==> src/rtl/wb_cmd_master.sv <==
// rtl/wb_cmd_master.sv - command-word driven Wishbone pipelined bus master
// Executes one read/write/set-address/special command at a time and returns a single response word.
module wb_cmd_master #(
    parameter logic [31:0] ADDR_INC       = 32'd1,
    parameter int          TIMEOUT_CYCLES = 1023
) (
    input  logic        i_clk,
    input  logic        i_rst_n,
    input  logic        i_cmd_stb,
    input  logic [33:0] i_cmd_word,
    output logic        o_cmd_busy,
    output logic        o_overrun,
    output logic        o_wb_cyc,
    output logic        o_wb_stb,
    output logic        o_wb_we,
    output logic [31:0] o_wb_addr,
    output logic [31:0] o_wb_data,
    output logic [3:0]  o_wb_sel,
    input  logic        i_wb_ack,
    input  logic        i_wb_err,
    input  logic        i_wb_stall,
    input  logic [31:0] i_wb_data,
    output logic        o_rsp_stb,
    output logic [33:0] o_rsp_word
);
    localparam int          TW    = $clog2(TIMEOUT_CYCLES + 1);
    localparam logic [TW-1:0] TLAST = TW'(TIMEOUT_CYCLES - 1);

    localparam logic [1:0] CMD_READ  = 2'b00;
    localparam logic [1:0] CMD_WRITE = 2'b01;
    localparam logic [1:0] CMD_SETA  = 2'b10;

    typedef enum logic [1:0] {IDLE, BUS_REQ, BUS_WAIT, RESP} state_t;

    state_t        state_q;
    logic [31:0]   addr_q;
    logic [TW-1:0] timer_q;
    logic          wb_cyc_q, wb_stb_q, wb_we_q;
    logic [31:0]   wb_addr_q, wb_data_q;
    logic          rsp_stb_q, overrun_q;
    logic [33:0]   rsp_word_q;

    logic [31:0]   addr_d;
    logic [TW-1:0] timer_d;
    logic [1:0]    cmd;
    logic          timed_out;

    assign cmd       = i_cmd_word[33:32];
    assign addr_d    = addr_q + ADDR_INC;
    assign timer_d   = timer_q + TW'(1);
    assign timed_out = (timer_q == TLAST);

    always_ff @(posedge i_clk or negedge i_rst_n) begin
        if (!i_rst_n) begin
            state_q    <= IDLE;
            addr_q     <= '0;
            timer_q    <= '0;
            wb_cyc_q   <= 1'b0;
            wb_stb_q   <= 1'b0;
            wb_we_q    <= 1'b0;
            wb_addr_q  <= '0;
            wb_data_q  <= '0;
            rsp_stb_q  <= 1'b0;
            overrun_q  <= 1'b0;
            rsp_word_q <= '0;
        end else begin
            overrun_q <= i_cmd_stb && (state_q != IDLE);
            rsp_stb_q <= 1'b0;
            case (state_q)
                IDLE: begin
                    if (i_cmd_stb) begin
                        if (cmd == CMD_READ || cmd == CMD_WRITE) begin
                            state_q   <= BUS_REQ;
                            timer_q   <= '0;
                            wb_cyc_q  <= 1'b1;
                            wb_stb_q  <= 1'b1;
                            wb_we_q   <= (cmd == CMD_WRITE);
                            wb_addr_q <= addr_q;
                            wb_data_q <= (cmd == CMD_WRITE) ? i_cmd_word[31:0] : 32'h0;
                        end else if (cmd == CMD_SETA) begin
                            state_q    <= RESP;
                            addr_q     <= i_cmd_word[31:0];
                            rsp_stb_q  <= 1'b1;
                            rsp_word_q <= {2'b10, i_cmd_word[31:0]};
                        end else begin
                            state_q    <= RESP;
                            rsp_stb_q  <= 1'b1;
                            rsp_word_q <= {2'b11, 32'h0000_0002};
                        end
                    end
                end
                BUS_REQ: begin
                    if (timed_out) begin
                        state_q    <= RESP;
                        wb_cyc_q   <= 1'b0;
                        wb_stb_q   <= 1'b0;
                        wb_we_q    <= 1'b0;
                        rsp_stb_q  <= 1'b1;
                        rsp_word_q <= {2'b11, 32'h0000_0001};
                    end else begin
                        timer_q <= timer_d;
                        if (!i_wb_stall) begin
                            state_q  <= BUS_WAIT;
                            wb_stb_q <= 1'b0;
                        end
                    end
                end
                BUS_WAIT: begin
                    // A completed transfer wins over a timeout landing on the same cycle.
                    if (i_wb_err || i_wb_ack || timed_out) begin
                        state_q   <= RESP;
                        wb_cyc_q  <= 1'b0;
                        wb_stb_q  <= 1'b0;
                        wb_we_q   <= 1'b0;
                        rsp_stb_q <= 1'b1;
                        if (i_wb_err) begin
                            rsp_word_q <= {2'b11, 32'h0000_0000};
                        end else if (i_wb_ack) begin
                            addr_q     <= addr_d;
                            rsp_word_q <= wb_we_q ? {2'b01, wb_addr_q} : {2'b00, i_wb_data};
                        end else begin
                            rsp_word_q <= {2'b11, 32'h0000_0001};
                        end
                    end else begin
                        timer_q <= timer_d;
                    end
                end
                RESP:    state_q <= IDLE;
                default: state_q <= IDLE;
            endcase
        end
    end

    assign o_cmd_busy = (state_q != IDLE);
    assign o_overrun  = overrun_q;
    assign o_wb_cyc   = wb_cyc_q;
    assign o_wb_stb   = wb_stb_q;
    assign o_wb_we    = wb_we_q;
    assign o_wb_addr  = wb_addr_q;
    assign o_wb_data  = wb_data_q;
    assign o_wb_sel   = wb_cyc_q ? 4'hF : 4'h0;
    assign o_rsp_stb  = rsp_stb_q;
    assign o_rsp_word = rsp_word_q;
endmodule

==> config.mk <==
export PLATFORM = sky130hd
export DESIGN_NAME = wb_cmd_master
export DESIGN_NICKNAME = d
export VERILOG_FILES = /design/src/rtl/wb_cmd_master.sv
export SDC_FILE = /design/constraint.sdc
export NUM_CORES = 1
export LEC_CHECK = 0
export CAP_MARGIN = 20
export CORE_MARGIN = 1
export CORE_UTILIZATION = 50
export DETAILED_ROUTE_END_ITERATION = 8
export PLACE_DENSITY = 0.8
export SLEW_MARGIN = 20
export SYNTH_ARGS = -nofsm -noshare
export SYNTH_HDL_FRONTEND = slang
export SYNTH_SLANG_ARGS = --single-unit
==> constraint.sdc <==
create_clock -name i_clk -period 2.7 [get_ports i_clk]
set_input_delay 0.54 -clock i_clk [delete_from_list [all_inputs] [get_ports i_clk]]
set_output_delay 0.54 -clock i_clk [all_outputs]
set_load 0.01 [all_outputs]
==> Implementation_results.wiki <==
{| class="wikitable"
! Metric !! Value
|-
| Worst setup slack for register-to-register paths || 0.37 ns
|-
| Max clock buf depth || 2
|-
| Biggest area consumer among synthesized cells || sky130_fd_sc_hd__dfrtp_1
|-
| Vias after detailed routing || 6,555
|-
| Relative slew slack || 0.6217
|-
| Maximum single-stage delay on the critical path || 0.56 ns
|-
| Required time of the worst setup path || 2.16 ns
|-
| Initial core utilization || 0.5156
|-
| Post-cts resize count || 0
|-
| Biggest fanout along the worst timing path || 9
|-
| Starting DRC count in detailed routing || 424
|-
| Post-layout power || 12.14 mW
|-
| Last weighted congestion value of the routability-driven placer || 0.8108
|-
| Final wirelength || 19.97 mm
|-
| Antenna Nets Post-Route || 0
|-
| Buffer cell driving the clock tree root || sky130_fd_sc_hd__clkbuf_16
|-
| Number of violations of the max-capacitance limit || 0
|-
| Final cycle utilization of the critical path || 0.9435
|-
| Placeable Area || 0.01459 mm²
|-
| Reg2Reg Capture Point || addr_q[28]$_DFFE_PN0P_
|-
| Yosys cell types || 60
|-
| Detailed-routing iteration count for the pre-antenna-repair pass || 5
|-
| Area of all sequential standard cells || 0.003680 mm²
|-
| # diodes || 0
|-
| Synthesis-to-layout area growth || 34.88%
|-
| Yosys reg bits || 147
|-
| Top_reg_cell synth || sky130_fd_sc_hd__dfrtp_1
|-
| Worst ir drop on vdd || 0.6937 mV
|-
| Die W || 124.7 µm
|-
| Class of the worst hold path || in -> async
|-
| Reported leakage power || 4.246 nW
|-
| Leading cell types by count after synthesis || sky130_fd_sc_hd__nand2_1 (150), sky130_fd_sc_hd__dfrtp_1 (147), sky130_fd_sc_hd__o21ai_0 (59)
|-
| Hold bufs inserted after CTS || 0
|-
| Warning count from the yosys run || 0
|-
| Height of the die || 124.7 µm
|-
| Setup TNS || 0 ns
|-
| Number of buffers created by CTS || 17
|-
| Power density of the placed cells || 1196 mW/mm²
|-
| Floorplan die area || 0.01554 mm²
|-
| Launch instance of the worst register-to-register path || state_q[0]$_DFFE_PN0P_
|-
| Port buffer count || 179
|-
| Clk sinks || 147
|-
| Most frequently used cell type in the post-synthesis netlist || sky130_fd_sc_hd__nand2_1
|-
| Transition time of the tightest slew-check pin || 0.5674 ns
|-
| Total standard cell area after synthesis || 0.007522 mm²
|-
| Routed vias/inst || 5.641
|-
| Top-area cell type share of the netlist area || 0.4890
|-
| Critical path launch point type || flop
|-
| Largest clock skew in the final design || 0.005187 ns
|-
| DP HPWL || 13.76 mm
|-
| Mean instance size in the synthesized netlist || 9.426 µm²
|-
| Ratio of cells with drive above 1 in the final layout || 0.1094
|-
| Path depth of the worst reg2reg path || 7
|-
| Number of synthesized flops with an enable pin || 0
|-
| Fill cells || 1,137
|-
| Final Hold Fails || 0
|-
| # Post-CTS Setup Buffers || 0
|-
| Top-Level Pins || 180
|-
| Global route overflow || 0
|-
| CTS HTree Levels || 4
|-
| GRT Total Usage || 0.2651
|-
| Post-Synthesis Cells || 798
|-
| Share of flip-flops with an asynchronous set or reset after synthesis || 1.000
|-
| Largest net degree at the start of global routing || 59
|-
| Clock period minus worst slack || 2.548 ns
|-
| Initial antenna violation count || 0
|-
| Vias in the first global route || 6,351
|-
| Max frequency || 392.5 MHz
|-
| # nets final || 1,047
|-
| Max stage delay cell, worst path || sky130_fd_sc_hd__clkdlybuf4s50_1
|-
| Outcome || finished, final reports clean
|-
| Setup repair after global routing missed its margin || false
|-
| Footprint of the multi-input gates || 0.003545 mm²
|-
| Data arrival time of the worst path || 2.01 ns
|-
| Total of endpoints with negative setup slack in the final report || 0
|-
| Clock Pin Slew Worst Setup and Hold Paths || 0.06 ns
|-
| Critical Path, Cell by Cell || inv_1 > ha_1 > inv_2 > clkdlybuf4s50_1
|-
| Sequential share of the synthesized area || 0.4890
|-
| Kind of capture point of the worst setup path || output port
|-
| Placement row count || 44
|-
| Total DRC errors in the routed layout || 0
|-
| Per-cell routed wire length || 17.18 µm
|-
| Clock tree from TritonCTS || yes
|-
| Final Max Slew Viols || 0
|-
| Syn_nets || 877
|-
| Clock latency reported for the late side of the worst-skew pair || 0.42 ns
|-
| Cell types occupying the most area after synthesis || sky130_fd_sc_hd__dfrtp_1 (49%), sky130_fd_sc_hd__nand2_1 (7.5%), sky130_fd_sc_hd__mux2i_1 (6.5%)
|-
| Critical setup path kind || reg -> out
|-
| Global-route wire length before repair || 32.93 mm
|}
## sequential cells by signal, indices dropped and copies added, names as in the netlist
register / flops
timer_q: 10
o_rsp_stb: 1
o_rsp_word: 34
addr_q: 32
o_wb_we: 1
o_wb_data: 32
o_overrun: 1
state_q: 2
o_wb_cyc: 1
o_wb_addr: 32
o_wb_stb: 1
## metrics by stage
stage / util / cells / setup slack (ns) / hold slack (ns) / area [µm²]
2_1_floorplan: - / 798 / 0.6886 / 0.2444 / 7522
6_report: 0.6955 / 1162 / 0.1524 / 0.08034 / 10150
3_5_place_dp: 0.6558 / 1133 / 0.2528 / 0.4676 / 9568
4_1_cts: 0.6955 / 1162 / 0.1428 / 0.09359 / 10150
5_1_grt: 0.6955 / 1162 / 0.07128 / 0.1221 / 10150
3_3_place_gp: 0.6558 / 1133 / 0.2926 / 0.4613 / 9568
## worst max-delay path by stage
stage | cells past startpoint | slack, ns | from | to
after floorplan | 9 | 0.69 | state_q[0]$_DFFE_PN0P_ | addr_q[5]$_DFFE_PN0P_
after global placement | 6 | 0.29 | i_wb_ack | o_rsp_word[0]$_DFFE_PN0P_
after detailed placement | 6 | 0.25 | i_cmd_word[32] | addr_q[15]$_DFFE_PN0P_
after CTS | 4 | 0.14 | state_q[0]$_DFFE_PN0P_ | o_cmd_busy
after global routing | 4 | 0.07 | state_q[0]$_DFFE_PN0P_ | o_cmd_busy
final | 4 | 0.15 | state_q[0]$_DFFE_PN0P_ | o_cmd_busy
## cell type report
cell class / count / share of cell area
inverter: 8 / 0.002960
tap: 184 / 0.02269
clock inverter: 4 / 0.007153
sequential: 147 / 0.3627
timing repair buffer: 211 / 0.2053
clock buffer: 25 / 0.04982
multi-input combinational: 583 / 0.3494
## report_power, final
| group | internal [mW] | total, mW | switching (mW) |
|---|---|---|---|
| clock | 1.47 | 2.33 | 0.866 |
| sequential | 3.26 | 4.20 | 0.942 |
| combinational | 2.84 | 5.60 | 2.76 |
## cells by family (layout without fill, tap and decap cells)
| family | count (synthesis) | in the layout | synth area share |
|---|---|---|---|
| and+or+nand+nor | 295 | 295 | 0.1890 |
| muxes | 82 | 82 | 0.1146 |
| AOI/OAI and AO/OA | 199 | 199 | 0.1532 |
| DFF | 147 | 147 | 0.4890 |
| adders and majority gates | 7 | 7 | 0.01164 |
| buffers and inverters | 68 | 248 | 0.04258 |
## critical path, delay by kind of cell (launching register included)
kind / cells / cell delay (ns)
flops: 1 / 0.42
fa+ha+maj: 1 / 0.33
buf+inv: 3 / 0.83
## cell usage in the layout, fill, tap and decap left out, types with 4 or more instances in the layout
cell                              count
sky130_fd_sc_hd__ha_1                 7
sky130_fd_sc_hd__and4_1              10
sky130_fd_sc_hd__nand4_1             10
sky130_fd_sc_hd__mux2i_1             49
sky130_fd_sc_hd__dfrtp_1            146
sky130_fd_sc_hd__buf_12               4
sky130_fd_sc_hd__clkdlybuf4s50_1    178
sky130_fd_sc_hd__o21ai_1             33
sky130_fd_sc_hd__o221ai_1             6
sky130_fd_sc_hd__nand2b_1             5
sky130_fd_sc_hd__clkbuf_8             5
sky130_fd_sc_hd__o22ai_1              9
sky130_fd_sc_hd__nor2_1              45
sky130_fd_sc_hd__a22oi_1             13
sky130_fd_sc_hd__or4_1                4
sky130_fd_sc_hd__nand2_1            149
sky130_fd_sc_hd__buf_4               28
sky130_fd_sc_hd__nand3_1             19
sky130_fd_sc_hd__o21ai_0             59
sky130_fd_sc_hd__nor3_1               5
sky130_fd_sc_hd__mux2_2              33
sky130_fd_sc_hd__and3_1              10
sky130_fd_sc_hd__clkbuf_16           17
sky130_fd_sc_hd__inv_1                7
sky130_fd_sc_hd__o211ai_1             5
sky130_fd_sc_hd__a21oi_1             54
sky130_fd_sc_hd__and2_1               5
sky130_fd_sc_hd__nand3b_1             7
## metal layers
layer	vias to the layer above	share of wire	GRT usage
li1	3168	-	-
met1	3150	0.45	0.3593
met2	219	0.48	0.4274
met3	18	0.060	0.05284
met4	0	0.011	0.08434
met5	-	0	0
Power figures use the tool's default switching activity.
